--- src/rtl/mem_arb_pkg.sv ---
// Shared types for the memory arbiter: FSM states and the registered command.
// Latency: n/a (types only).
// Backpressure: n/a (types only).
package mem_arb_pkg;

  // Command fields are sized for the largest supported configuration; the
  // arbiter uses only the low AW/WIDTH/owner bits and ties the rest to zero.
  localparam int MAX_WIDTH = 64;
  localparam int MAX_AW    = 16;
  localparam int OWNER_W   = 3;

  typedef enum logic [1:0] {
    IDLE  = 2'd0,
    ISSUE = 2'd1,
    RESP  = 2'd2
  } state_t;

  typedef struct packed {
    logic                 wr;
    logic [MAX_AW-1:0]    addr;
    logic [MAX_WIDTH-1:0] wdata;
    logic [OWNER_W-1:0]   owner;
  } cmd_t;

endpackage

--- src/rtl/mem_arbiter_rr_arbiter.sv ---
// Combinational one-hot grant: round-robin search from ptr, or fixed lowest-index
// priority when MEM_ARB_FIXED_PRIO_EN is defined (ptr is then ignored).
// Latency: zero cycles. Backpressure: none, pure function of req/ptr.
module rr_arbiter #(
  parameter int N  = 2,
  parameter int PW = (N > 1) ? $clog2(N) : 1
) (
  input  logic [N-1:0]  req,
  input  logic [PW-1:0] ptr,
  output logic [N-1:0]  gnt
);

`ifdef MEM_ARB_FIXED_PRIO_EN
  logic unused_ptr;
  assign unused_ptr = ^ptr;

  // Lowest set index wins: scan high to low so the last hit is the lowest.
  always_comb begin
    gnt = '0;
    for (int i = N - 1; i >= 0; i--) begin
      if (req[i]) begin
        gnt    = '0;
        gnt[i] = 1'b1;
      end
    end
  end
`else
  logic [PW-1:0] idx;
  logic          found;

  // First requester found when walking ptr, ptr+1, ... modulo N.
  always_comb begin
    gnt   = '0;
    idx   = '0;
    found = 1'b0;
    for (int k = 0; k < N; k++) begin
      idx = PW'((int'(ptr) + k) % N);
      if (!found && req[idx]) begin
        gnt[idx] = 1'b1;
        found    = 1'b1;
      end
    end
  end
`endif

endmodule

--- src/rtl/mem_arbiter.sv ---
// Shares one single-port memory between NREQ requesters, one transaction at a time.
// Latency: accept at edge N, memory access in cycle N+1, response valid from N+2.
// Backpressure: req_ready only in IDLE; response held until owner's rsp_ready.
// Build option: MEM_ARB_FIXED_PRIO_EN selects fixed lowest-index priority.
module mem_arbiter import mem_arb_pkg::*; #(
  parameter int  WIDTH = 8,
  parameter int  DEPTH = 64,
  parameter int  NREQ  = 2,
  localparam int AW    = $clog2(DEPTH)
) (
  input  logic                  clk,
  input  logic                  rst,
  input  logic [NREQ-1:0]       req_valid,
  output logic [NREQ-1:0]       req_ready,
  input  logic [NREQ-1:0]       req_wr,
  input  logic [NREQ*AW-1:0]    req_addr,
  input  logic [NREQ*WIDTH-1:0] req_wdata,
  output logic [NREQ-1:0]       rsp_valid,
  input  logic [NREQ-1:0]       rsp_ready,
  output logic [WIDTH-1:0]      rsp_rdata,
  output logic                  mem_en,
  output logic                  mem_wr,
  output logic [AW-1:0]         mem_addr,
  output logic [WIDTH-1:0]      mem_wdata,
  input  logic [WIDTH-1:0]      mem_rdata
);

  localparam int PW = (NREQ > 1) ? $clog2(NREQ) : 1;

  state_t           state_q;
  cmd_t             cmd_q;
  logic [WIDTH-1:0] rdata_q;
  logic [NREQ-1:0]  gnt;
  logic [PW-1:0]    gnt_idx;
  logic [PW-1:0]    rr_ptr;
  logic [PW-1:0]    owner;
  logic             sel_wr;
  logic [AW-1:0]    sel_addr;
  logic [WIDTH-1:0] sel_wdata;
  logic             accept;

  assign owner  = cmd_q.owner[PW-1:0];
  assign accept = (state_q == IDLE) && (|gnt);

`ifdef MEM_ARB_FIXED_PRIO_EN
  assign rr_ptr = '0;
`else
  logic [PW-1:0] rr_q;
  assign rr_ptr = rr_q;

  // Round-robin pointer moves to the requester after the one just accepted.
  always_ff @(posedge clk) begin
    if (rst) begin
      rr_q <= '0;
    end else if (accept) begin
      rr_q <= (int'(gnt_idx) == NREQ - 1) ? '0 : gnt_idx + PW'(1);
    end
  end
`endif

  rr_arbiter #(.N(NREQ), .PW(PW)) u_arb (
    .req (req_valid),
    .ptr (rr_ptr),
    .gnt (gnt)
  );

  // Select the granted requester's command fields from the one-hot grant.
  always_comb begin
    gnt_idx   = '0;
    sel_wr    = 1'b0;
    sel_addr  = '0;
    sel_wdata = '0;
    for (int i = 0; i < NREQ; i++) begin
      if (gnt[i]) begin
        gnt_idx   = PW'(i);
        sel_wr    = req_wr[i];
        sel_addr  = req_addr[i*AW +: AW];
        sel_wdata = req_wdata[i*WIDTH +: WIDTH];
      end
    end
  end

  // Sequencer: accept one command, access memory for one cycle, hold response.
  always_ff @(posedge clk) begin
    if (rst) begin
      state_q <= IDLE;
      cmd_q   <= '0;
      rdata_q <= '0;
    end else begin
      case (state_q)
        IDLE: begin
          if (accept) begin
            cmd_q.wr    <= sel_wr;
            cmd_q.addr  <= MAX_AW'(sel_addr);
            cmd_q.wdata <= MAX_WIDTH'(sel_wdata);
            cmd_q.owner <= OWNER_W'(gnt_idx);
            state_q     <= ISSUE;
          end
        end
        ISSUE: begin
          // Write commits in memory at this same edge; its response carries 0.
          rdata_q <= cmd_q.wr ? '0 : mem_rdata;
          state_q <= RESP;
        end
        RESP: begin
          if (rsp_ready[owner]) begin
            state_q <= IDLE;
          end
        end
        default: state_q <= IDLE;
      endcase
    end
  end

  // Response valid is one-hot on the owner; reset suppresses it in the same cycle.
  always_comb begin
    rsp_valid = '0;
    if (state_q == RESP && !rst) begin
      rsp_valid[owner] = 1'b1;
    end
  end

  assign req_ready = (state_q == IDLE && !rst) ? gnt : '0;
  assign rsp_rdata = rdata_q;

  // Enable is gated by rst so a reset cycle never performs the access.
  assign mem_en    = (state_q == ISSUE) && !rst;
  assign mem_wr    = mem_en && cmd_q.wr;
  assign mem_addr  = cmd_q.addr[AW-1:0];
  assign mem_wdata = cmd_q.wdata[WIDTH-1:0];

  logic unused_cmd_hi;
  assign unused_cmd_hi = ^{cmd_q.addr >> AW, cmd_q.wdata >> WIDTH, cmd_q.owner >> PW};

endmodule

--- config.mk ---
export PLATFORM = sky130hd
export DESIGN_NAME = mem_arbiter
export DESIGN_NICKNAME = d
export VERILOG_FILES = /design/src/rtl/mem_arb_pkg.sv /design/src/rtl/mem_arbiter_rr_arbiter.sv /design/src/rtl/mem_arbiter.sv
export SDC_FILE = /design/constraint.sdc
export NUM_CORES = 1
export LEC_CHECK = 0
export ABC_AREA = 1
export CAP_MARGIN = 10
export CORE_MARGIN = 2
export CORE_UTILIZATION = 44
export DETAILED_ROUTE_END_ITERATION = 10
export PLACE_DENSITY_LB_ADDON = 0.2
export SYNTH_ARGS = -nofsm -noshare
export SYNTH_HDL_FRONTEND = slang
export SYNTH_SLANG_ARGS = --single-unit
--- constraint.sdc ---
create_clock -name clk -period 1.8 [get_ports clk]
set_clock_uncertainty 0.2 [all_clocks]
set_input_delay 0.27 -clock clk [delete_from_list [all_inputs] [get_ports clk]]
set_output_delay 0.27 -clock clk [all_outputs]
set_load 0.005 [all_outputs]
Word level (Yosys, flattened, before mapping):

Cells that the tools add are included.

* register bits after elaboration: 27
* output and inout bits: 28
* logic and storage cells: 64

* add/sub/neg operators: 2
* magnitude comparators: 6
* equality and inequality tests: 4
* mux-type cells: 29
* bitwise gates (word level): 1
* reduce and logical (&&, ||, !) cells: 15

Operators with widths (count)
* $mux 8: 3
* $mux 1: 14
* $mux 2: 6
* $mux 6: 2
* $logic_and 1x1->1: 9
* $lt 1x2->1 const B: 3
* $pmux 2 s3: 1
* $ne 2x2->1 const B: 2
* $reduce_and 2->1: 2
* $demux 1 s1: 3
* $ge 1x1->1 const B: 3
* $add 1x1->1 const B: 2
* $eq 2x1->1 const B: 1
* $eq 2x2->1 const B: 1
* $logic_not 1->1: 2
* $logic_not 2->1: 1
* $or 2x2->2: 1
* $reduce_or 2->1: 1

Logic depth before layout (Yosys ltp):

Gate-level depths: netlist of the first run.

* word-level depth: 11
* depth in mapped cells: 8

Modules after synthesis:

A second synthesis of the first run with hierarchy kept.

* cells, all modules: 230
* area total of the unflattened synthesis: 1478.9 um^2

Modules (own cells, without submodules)
* mem_arbiter: times used 1, cells an instance 226, area each 1451.4 um^2, sequential area each 540.5 um^2
* rr_arbiter: times used 1, cells an instance 4, area each 27.5 um^2, sequential area each 0.0 um^2

Least setup slack after synthesis of the first run:

OpenSTA, ideal clock, no wires.

* kind: in2out
* from: input req_valid[0]
* to: output req_ready[1]
* arrival: 846 ps
* path slack: 484 ps
* stages: 5
* cell sequence: buf_4 > nand2_2 > buf_4 > nand2_1 > nor2_1

* word-level cells in the longest chain between the ends: 7
* elaborated cells between the ends (all ways): 11

Ends and longest elaborated chain
* start, declared: RTL line mem_arbiter.sv:13 `input logic [NREQ-1:0] req_valid,`
* $mux 1 (implied by the code) (2 in a row): RTL line mem_arbiter_rr_arbiter.sv:38 `if (!found && req[idx]) begin`
* $mux 1: RTL line mem_arbiter_rr_arbiter.sv:38
* $logic_not 1->1: RTL line mem_arbiter_rr_arbiter.sv:38
* $logic_and 1x1->1: RTL line mem_arbiter_rr_arbiter.sv:38
* $mux 2 *: RTL line mem_arbiter_rr_arbiter.sv:38
* $mux 2 *: RTL line mem_arbiter.sv:123 `assign req_ready = (state_q == IDLE && !rst) ? gnt : '0;`
* end, declared: RTL line mem_arbiter.sv:14 `output logic [NREQ-1:0] req_ready,`

Mark *: on every way between the ends. The rest lies on a longest branch, timed or not. The select of a mux whose other input is x is not followed.

Worst setup path in the final report of the first run:

* from: register state_q[1]
* to: output req_ready[1]

* word-level cells in the longest chain between the ends: 3

Ends and longest elaborated chain
* start, declared: RTL line mem_arbiter.sv:30 `state_t state_q;`
* start signal, assigned: RTL line mem_arbiter.sv:86 `state_q <= IDLE;`
* start signal, assigned: RTL line mem_arbiter.sv:97 `state_q <= ISSUE;`
* start signal, assigned: RTL line mem_arbiter.sv:103 `state_q <= RESP;`
* $logic_not 2->1: RTL line mem_arbiter.sv:123
* $logic_and 1x1->1: RTL line mem_arbiter.sv:123
* $mux 2: RTL line mem_arbiter.sv:123

No other way between the ends.

==> out/qor_table.md, run 1 <==
| Quantity | Reported |
|---|---|
| Result of the run | complete, but fails checks |
| Violations in the final reports | setup timing |
| Slowest-stage cell, CP | clkdlybuf4s50_1 |
| Async set-reset flop share out of synthesis | 0 |
| Overflow after GRT | 0 |
| Arrival time worst endpoint | 1.53 ns |
| Diode count | 0 |
| Iteration-0 DRC Markers | 81 |
| Post-route standard cell area excluding fillers | 2280 sq um |
| First-pass GRT wire length | 6330 microns |
| Synth area leader | dfxtp_1 |
| Total buffers and inverters traversed by the critical path | 1 |
| Dpl ws | -0.319 ns |
| Data required time of the worst path | 1.33 ns |
| Total track usage | 0.200 |
| Sequential element share of the synthesized area | 0.352 |
| Final weighted congestion in routability-driven placement | 0.816 |
| Class of the worst hold path | primary input to register |
| FF-to-FF End | mem_addr[5]$_SDFFE_PP0P_ |
| Placed cell areas | 2240 sq um |
| Startpoint of the most critical setup path | state_q[1]$_SDFFE_PP0P_ |
| Max_slew headroom | 0.829 |
| Dominant cell by count in the synthesized netlist | nand3_1 |
| Skew-Pair Late Insertion Delay | 0.34 ns |
| Portion of netlist area occupied by mux cells | 0 |
| Pin count of the biggest net entering global routing | 18 |
| Critical path's top delay family | buffers and inverters |
| Deepest clock path buffer count | 2 |
| Share of layout cells above drive strength 1 | 0.162 |
| Number of max-capacitance violations reported | 0 |
| Category of the critical setup timing path | register to output port |
| Number of nets with antenna violations after detailed routing | 0 |
| Standard-cell rows | 21 |
| Critical path depth in cells | 4 |
| Fraction of the cycle the final worst path needs | 1.11 |
| Clock-pin transition on the worst setup and hold timing paths | 0.15 ns |
| Highest net fanout along the worst path | 3 |
| Top cells by area, synth | dfxtp_1 35%, nand3_1 18%, inv_1 8.1%, buf_4 7.8%, nand2_1 7.8% |
| Leakage power summed over all cells | 1.04 nW |
| Initial core utilization | 0.461 |
| Hold violation count in the final report | 0 |
| Net count of the mapped netlist | 264 |
| Count of TritonRoute iterations in the first routing pass | 4 |
| Count of different cell masters after synthesis | 22 |
| Wire length after detailed routing | 3700 microns |
| TritonCTS clock tree | done |
| Total die area | 3980 sq um |
| Clock Tree Root | clkbuf_4 |
| Peak clock frequency supported by timing | 0.499 GHz |
| Post-synth design cell area | 1540 sq um |
| Setup crit start kind | register |
| Number of storage elements in the synthesis netlist | 27 |
| Compound-Gate Fraction of Synth Area | 0.101 |
| Critical-path cell list | nor2_4, nand2_1, nor2_1, clkdlybuf4s50_1 |
| Yosys top cell area share | 0.352 |
| Top flip-flop cell by instance count after synthesis | dfxtp_1 |
| Routed WL per cell | 11.2 microns |
| Nets | 329 |
| Worst-case setup margin in the final layout | -0.203 ns |
| Depth of the worst register-to-register path | 6 |
| Hold Worst Slack | 0.229 ns |
| Area delta synth->final | 48.6% |
| Initial antenna violation count | 0 |
| Crit Reg-Reg Startpoint | state_q[1]$_SDFFE_PP0P_ |
| Biggest cell delay along the critical path | 0.50 ns |
| H-tree lvl count | 1 |
| P per Cell Area | 667 nW/um^2 |
| Ports | 72 |
| Final Util | 0.685 |
| Flop2flop setup slack | 0.50 ns |
| Number of slew-limit violations in the final report | 0 |
| Placeable Area | 3340 sq um |
| Height of the die | 63.1 microns |
| Crit path time final | 2.00 ns |
| Synth Area per Inst | 6.99 sq um |
| Clock sink count | 27 |
| Horiz. Die Dim | 63.1 microns |
| Cells after synthesis | 220 |
| Total clock buffers created by CTS | 3 |
| Post-detailed-placement half-perimeter wirelength | 2850 microns |
| Via count of the first global-routing pass | 1447 |
| Count of flip-flops with a built-in enable after synthesis | 0 |
| Worst setup path endpoint | req_ready[1] |
| Slew @ Worst Pin | 0.257 ns |
| Vias per cell | 4.66 |
| Share of synthesized cell area in full adder, half adder and majority cells | 0 |
| Drc violations | 0 |
| Parity-gate share of the synthesized area counting xor and xnor cells | 0 |
| IR drop worst, VDD | 0.464 mV |
| Count of port buffers added during placement | 71 |
| Number of vias in the routed layout | 1537 |
| Unrepaired setup endpoints after global routing | true |
| Yosys Warn Count | 0 |
| Largest family of logic cells by synthesized area | simple AND/OR/NAND/NOR gates |
| Crit. End Element | output port |
| Fraction of the mapped netlist area in simple logic gates | 0.329 |
| Most frequent cells after synthesis | 56 x nand3_1, 33 x inv_1, 32 x nand2_1, 27 x dfxtp_1, 16 x buf_4 |
| Number of setup violations in the final report | 4 |
==> state kept, by name, indices dropped and copies added (netlist names) <==
| signal | flops |
|---|---|
| cmd_q | 2 |
| mem_addr | 6 |
| mem_wdata | 8 |
| rr_ptr | 1 |
| rsp_rdata | 8 |
| state_q | 2 |
==> stage by stage <==
| stage | power (mW) | std cells | TNS [ns] |
|---|---|---|---|
| global route | 1.63 | 330 | -1.08 |
| global placement | 1.26 | 325 | -3.38 |
| CTS | 1.54 | 330 | -0.691 |
| detailed placement | 1.27 | 325 | -4.11 |
| finish | 1.52 | 330 | -0.633 |
| floorplan | 1.04 | 220 | 0 |
==> layer usage <==
metal	part of all wire	vias to the layer above	GRT usage
li1	-	812	-
met2	0.49	43	0.338
met3	0.057	4	0.0518
met5	0	-	0
met1	0.44	678	0.230
met4	0.013	0	0.106
==> kinds of logic after synthesis <==
family,after synthesis
compound gates,25
buf+inv,65
flops,27
simple gates,103
==> where the power goes <==
| part | leakage [nW] | switching (mW) | internal [mW] | total, mW |
|---|---|---|---|---|
| sequential | 0.224 | 0.0396 | 0.664 | 0.703 |
| combinational | 0.804 | 0.246 | 0.306 | 0.552 |
| clock | 0.0139 | 0.182 | 0.0853 | 0.268 |
==> timing repair <==
| action | 4_1_cts | 5_1_grt |
|---|---|---|
| buffers inserted | 1 | 0 |
| endpoints found under the setup margin | 6 | 6 |
| gates resized for setup | 10 | 3 |
| endpoints found under the hold margin | 0 | 0 |
| hold buffers | 0 | 0 |
==> how the worst min path moves through the flow <==
| stage | from | end | slack (ns) | cells after the start |
|---|---|---|---|---|
| floorplan | req_valid[1] | state_q[0]$_SDFFE_PP0P_ | 0.22 | 2 |
| global placement | rsp_rdata[0]$_SDFFE_PP0N_ | rsp_rdata[0]$_SDFFE_PP0N_ | 0.26 | 2 |
| detailed placement | rsp_rdata[7]$_SDFFE_PP0N_ | rsp_rdata[7]$_SDFFE_PP0N_ | 0.28 | 2 |
| CTS | rst | rr_ptr$_SDFFE_PP0P_ | 0.21 | 4 |
| global route | rst | rr_ptr$_SDFFE_PP0P_ | 0.22 | 4 |
| finish | rst | rr_ptr$_SDFFE_PP0P_ | 0.23 | 4 |
==> worst register-to-register path: stages (launching register included) <==
cell,delay [ns]
dfxtp_2,0.41
nor2_4,0.05
buf_4,0.14
nand2_4,0.21
a21oi_1,0.10
nand2_1,0.06
inv_1,0.03
==> cells in the final DEF, fill, tap and decap left out, types with 2 or more instances in the layout <==
cell / instances
dlygate4sd2_1: 3
nand3_1: 55
buf_4: 14
clkdlybuf4s50_1: 67
o21ai_1: 7
a21oi_1: 9
a21oi_2: 8
nand2_4: 3
nor2_4: 2
clkbuf_4: 3
inv_1: 32
nand2_1: 32
nor2_1: 5
nor3_2: 2
dfxtp_1: 25
inv_2: 5
==> layout make-up <==
class	instances	area, sq um
clock buffers	3	22.5
clock inverters	1	7.51
repair buffers	86	827
inverters	39	149
well taps	46	57.6
multi-input cells	128	676
fillers	307	1050
flip-flops and latches	27	546
Note: power is estimated with default switching activity, not from simulation.
==> run 2, diff against run 1 <==
Settings changed: CORE_UTILIZATION 44 to 41.
Clock period 1.8 ns to 2.1 ns, I/O delays scaled along.
==> out/qor_table.md, run 2 (synthesis results as in run 1) <==
| Quantity | Reported |
|---|---|
| Crit path time final | 2.04 ns |
| Post-detailed-placement half-perimeter wirelength | 2900 microns |
| Clock Tree Root | clkbuf_8 |
| Height of the die | 65.2 microns |
| Iteration-0 DRC Markers | 60 |
| Critical path depth in cells | 4 |
| Post-layout power | 1.37 mW |
| Summed negative setup slack over all endpoints | 0 ns |
| Crit. End Element | output port |
| Count of TritonRoute iterations in the first routing pass | 4 |
| Arrival time worst endpoint | 1.53 ns |
| Total buffers and inverters traversed by the critical path | 2 |
| H-tree lvl count | 1 |
| Slowest-stage cell, CP | clkdlybuf4s50_1 |
| Sequential cell area | 543 sq um |
| Slew @ Worst Pin | 0.241 ns |
| Overflow after GRT | 0 |
| Depth of the worst register-to-register path | 6 |
| CP dominant cell by count | clkdlybuf4s50_1 |
| Area of the multi-input gates | 666 sq um |
| Biggest cell delay along the critical path | 0.52 ns |
| Most frequent cells in the layout | 68 x clkdlybuf4s50_1, 56 x nand3_1, 32 x nand2_1, 32 x inv_1, 25 x dfxtp_1 |
| First-pass GRT wire length | 6290 microns |
| Worst setup path endpoint | req_ready[0] |
| Wire length after detailed routing | 3760 microns |
| Layout fillers | 377 |
| Vias per cell | 4.64 |
| Hold violation count in the final report | 0 |
| Filler-free cell count of the finished design | 331 |
| Placed Instances | 326 |
| Placed cell areas | 2220 sq um |
| Highest net fanout along the worst path | 3 |
| Via count of the first global-routing pass | 1423 |
| Startpoint of the most critical setup path | req_valid[0] |
| Number of slew-limit violations in the final report | 0 |
| Number of hold buffers added after cts | 0 |
| Leakage power summed over all cells | 1.05 nW |
| Number of max-capacitance violations reported | 0 |
| Category of the critical setup timing path | primary input to output port |
| Critical path's top delay family | buffers and inverters |
| Placeable Area | 3630 sq um |
| Max_slew headroom | 0.839 |
| Result of the run | complete, no violations |
| Standard-cell rows | 22 |
| FF-to-FF End | mem_addr[5]$_SDFFE_PP0P_ |
| Skew-Pair Late Insertion Delay | 0.27 ns |
| Post-route standard cell area excluding fillers | 2280 sq um |
| Total clock buffers created by CTS | 3 |
| Flop2flop setup slack | 0.80 ns |
| Number of vias in the routed layout | 1537 |
| Class of the worst hold path | register to register |
| Share of layout cells above drive strength 1 | 0.148 |
| Initial core utilization | 0.423 |
| Final weighted congestion in routability-driven placement | 0.842 |
| Deepest clock path buffer count | 2 |
| Pin count of the biggest net entering global routing | 18 |
| Drc violations | 0 |
| Ports | 72 |
| Count of port buffers added during placement | 71 |
| P per Cell Area | 602 nW/um^2 |
| Data required time of the worst path | 1.58 ns |
| Area delta synth->final | 48.4% |
| Fraction of the cycle the final worst path needs | 0.972 |
| Critical-path cell list | clkdlybuf4s50_1, nand2_1, nor2_1, clkdlybuf4s50_1 |
| Initial antenna violation count | 0 |
| Number of nets with antenna violations after detailed routing | 0 |
| Most frequent standard cell in the layout excluding fill and tap cells | clkdlybuf4s50_1 |
| Crit Reg-Reg Startpoint | state_q[0]$_SDFFE_PP0P_ |
| Total die area | 4260 sq um |
| Unrepaired setup endpoints after global routing | false |
| Routed WL per cell | 11.4 microns |
| Setup crit start kind | primary input |
| Clock sink count | 27 |
| TritonCTS clock tree | done |
| Peak clock frequency supported by timing | 0.490 GHz |
| Clock-pin transition on the worst setup and hold timing paths | 0.09 ns |
| Diode count | 0 |
| IR drop worst, VDD | 0.304 mV |
| Total track usage | 0.191 |
| Number of setup violations in the final report | 0 |
| Nets | 328 |
| Horiz. Die Dim | 65.2 microns |
==> run 2: how the worst min path moves through the flow <==
stage	from	to	slack (ns)	cells after the start
after floorplan	cmd_q[0]$_SDFFE_PP0P_	cmd_q[0]$_SDFFE_PP0P_	0.25	2
after detailed placement	rsp_rdata[5]$_SDFFE_PP0N_	rsp_rdata[5]$_SDFFE_PP0N_	0.27	2
after CTS	rsp_rdata[5]$_SDFFE_PP0N_	rsp_rdata[5]$_SDFFE_PP0N_	0.29	2
after global placement	rsp_rdata[7]$_SDFFE_PP0N_	rsp_rdata[7]$_SDFFE_PP0N_	0.26	2
after global routing	rsp_rdata[4]$_SDFFE_PP0N_	rsp_rdata[4]$_SDFFE_PP0N_	0.31	2
final	rsp_rdata[5]$_SDFFE_PP0N_	rsp_rdata[5]$_SDFFE_PP0N_	0.28	2
==> run 2: power by group <==
part | total, mW | internal (mW) | switching (mW)
sequential | 0.600 | 0.569 | 0.0316
combinational | 0.468 | 0.256 | 0.212
clock | 0.304 | 0.135 | 0.170
==> run 2: per-stage QoR <==
stage / hold WS, ns / setup slack (ns) / util
floorplan: 0.253 / 0.694 / -
global placement: 0.264 / -0.0515 / 0.611
detailed placement: 0.275 / -0.0693 / 0.611
CTS: 0.289 / 0.0258 / 0.623
global route: 0.315 / 0.0187 / 0.628
finish: 0.282 / 0.0581 / 0.628
==> run 2: worst register-to-register path, delay by kind of cell, from the launching register on <==
kind	cells	cell delay [ns]
compound gates	1	0.17
buf+inv	2	0.19
flops	1	0.36
simple gates	3	0.34
==> run 2: area by class of cell <==
cell class                 count  share of cell area
tap                           48              0.0263
timing repair buffer          85               0.357
clock buffer                   3              0.0181
multi-input combinational    128               0.292
clock inverter                 1             0.00329
inverter                      39              0.0652
sequential                    27               0.238
==> run 2: per-layer routing <==
layer,global-route usage,vias up,routed length [microns]
li1,-,807,-
met1,0.245,682,1740
met2,0.310,44,1730
met3,0.0377,4,237
met4,0.0807,0,54
met5,0,-,0
==> run 2: timing repair <==
action / in CTS / in global routing
buffers inserted: 0 / 1
endpoints found under the setup margin: 5 / 3
resized for setup: 3 / 4
pin swaps: 0 / 1
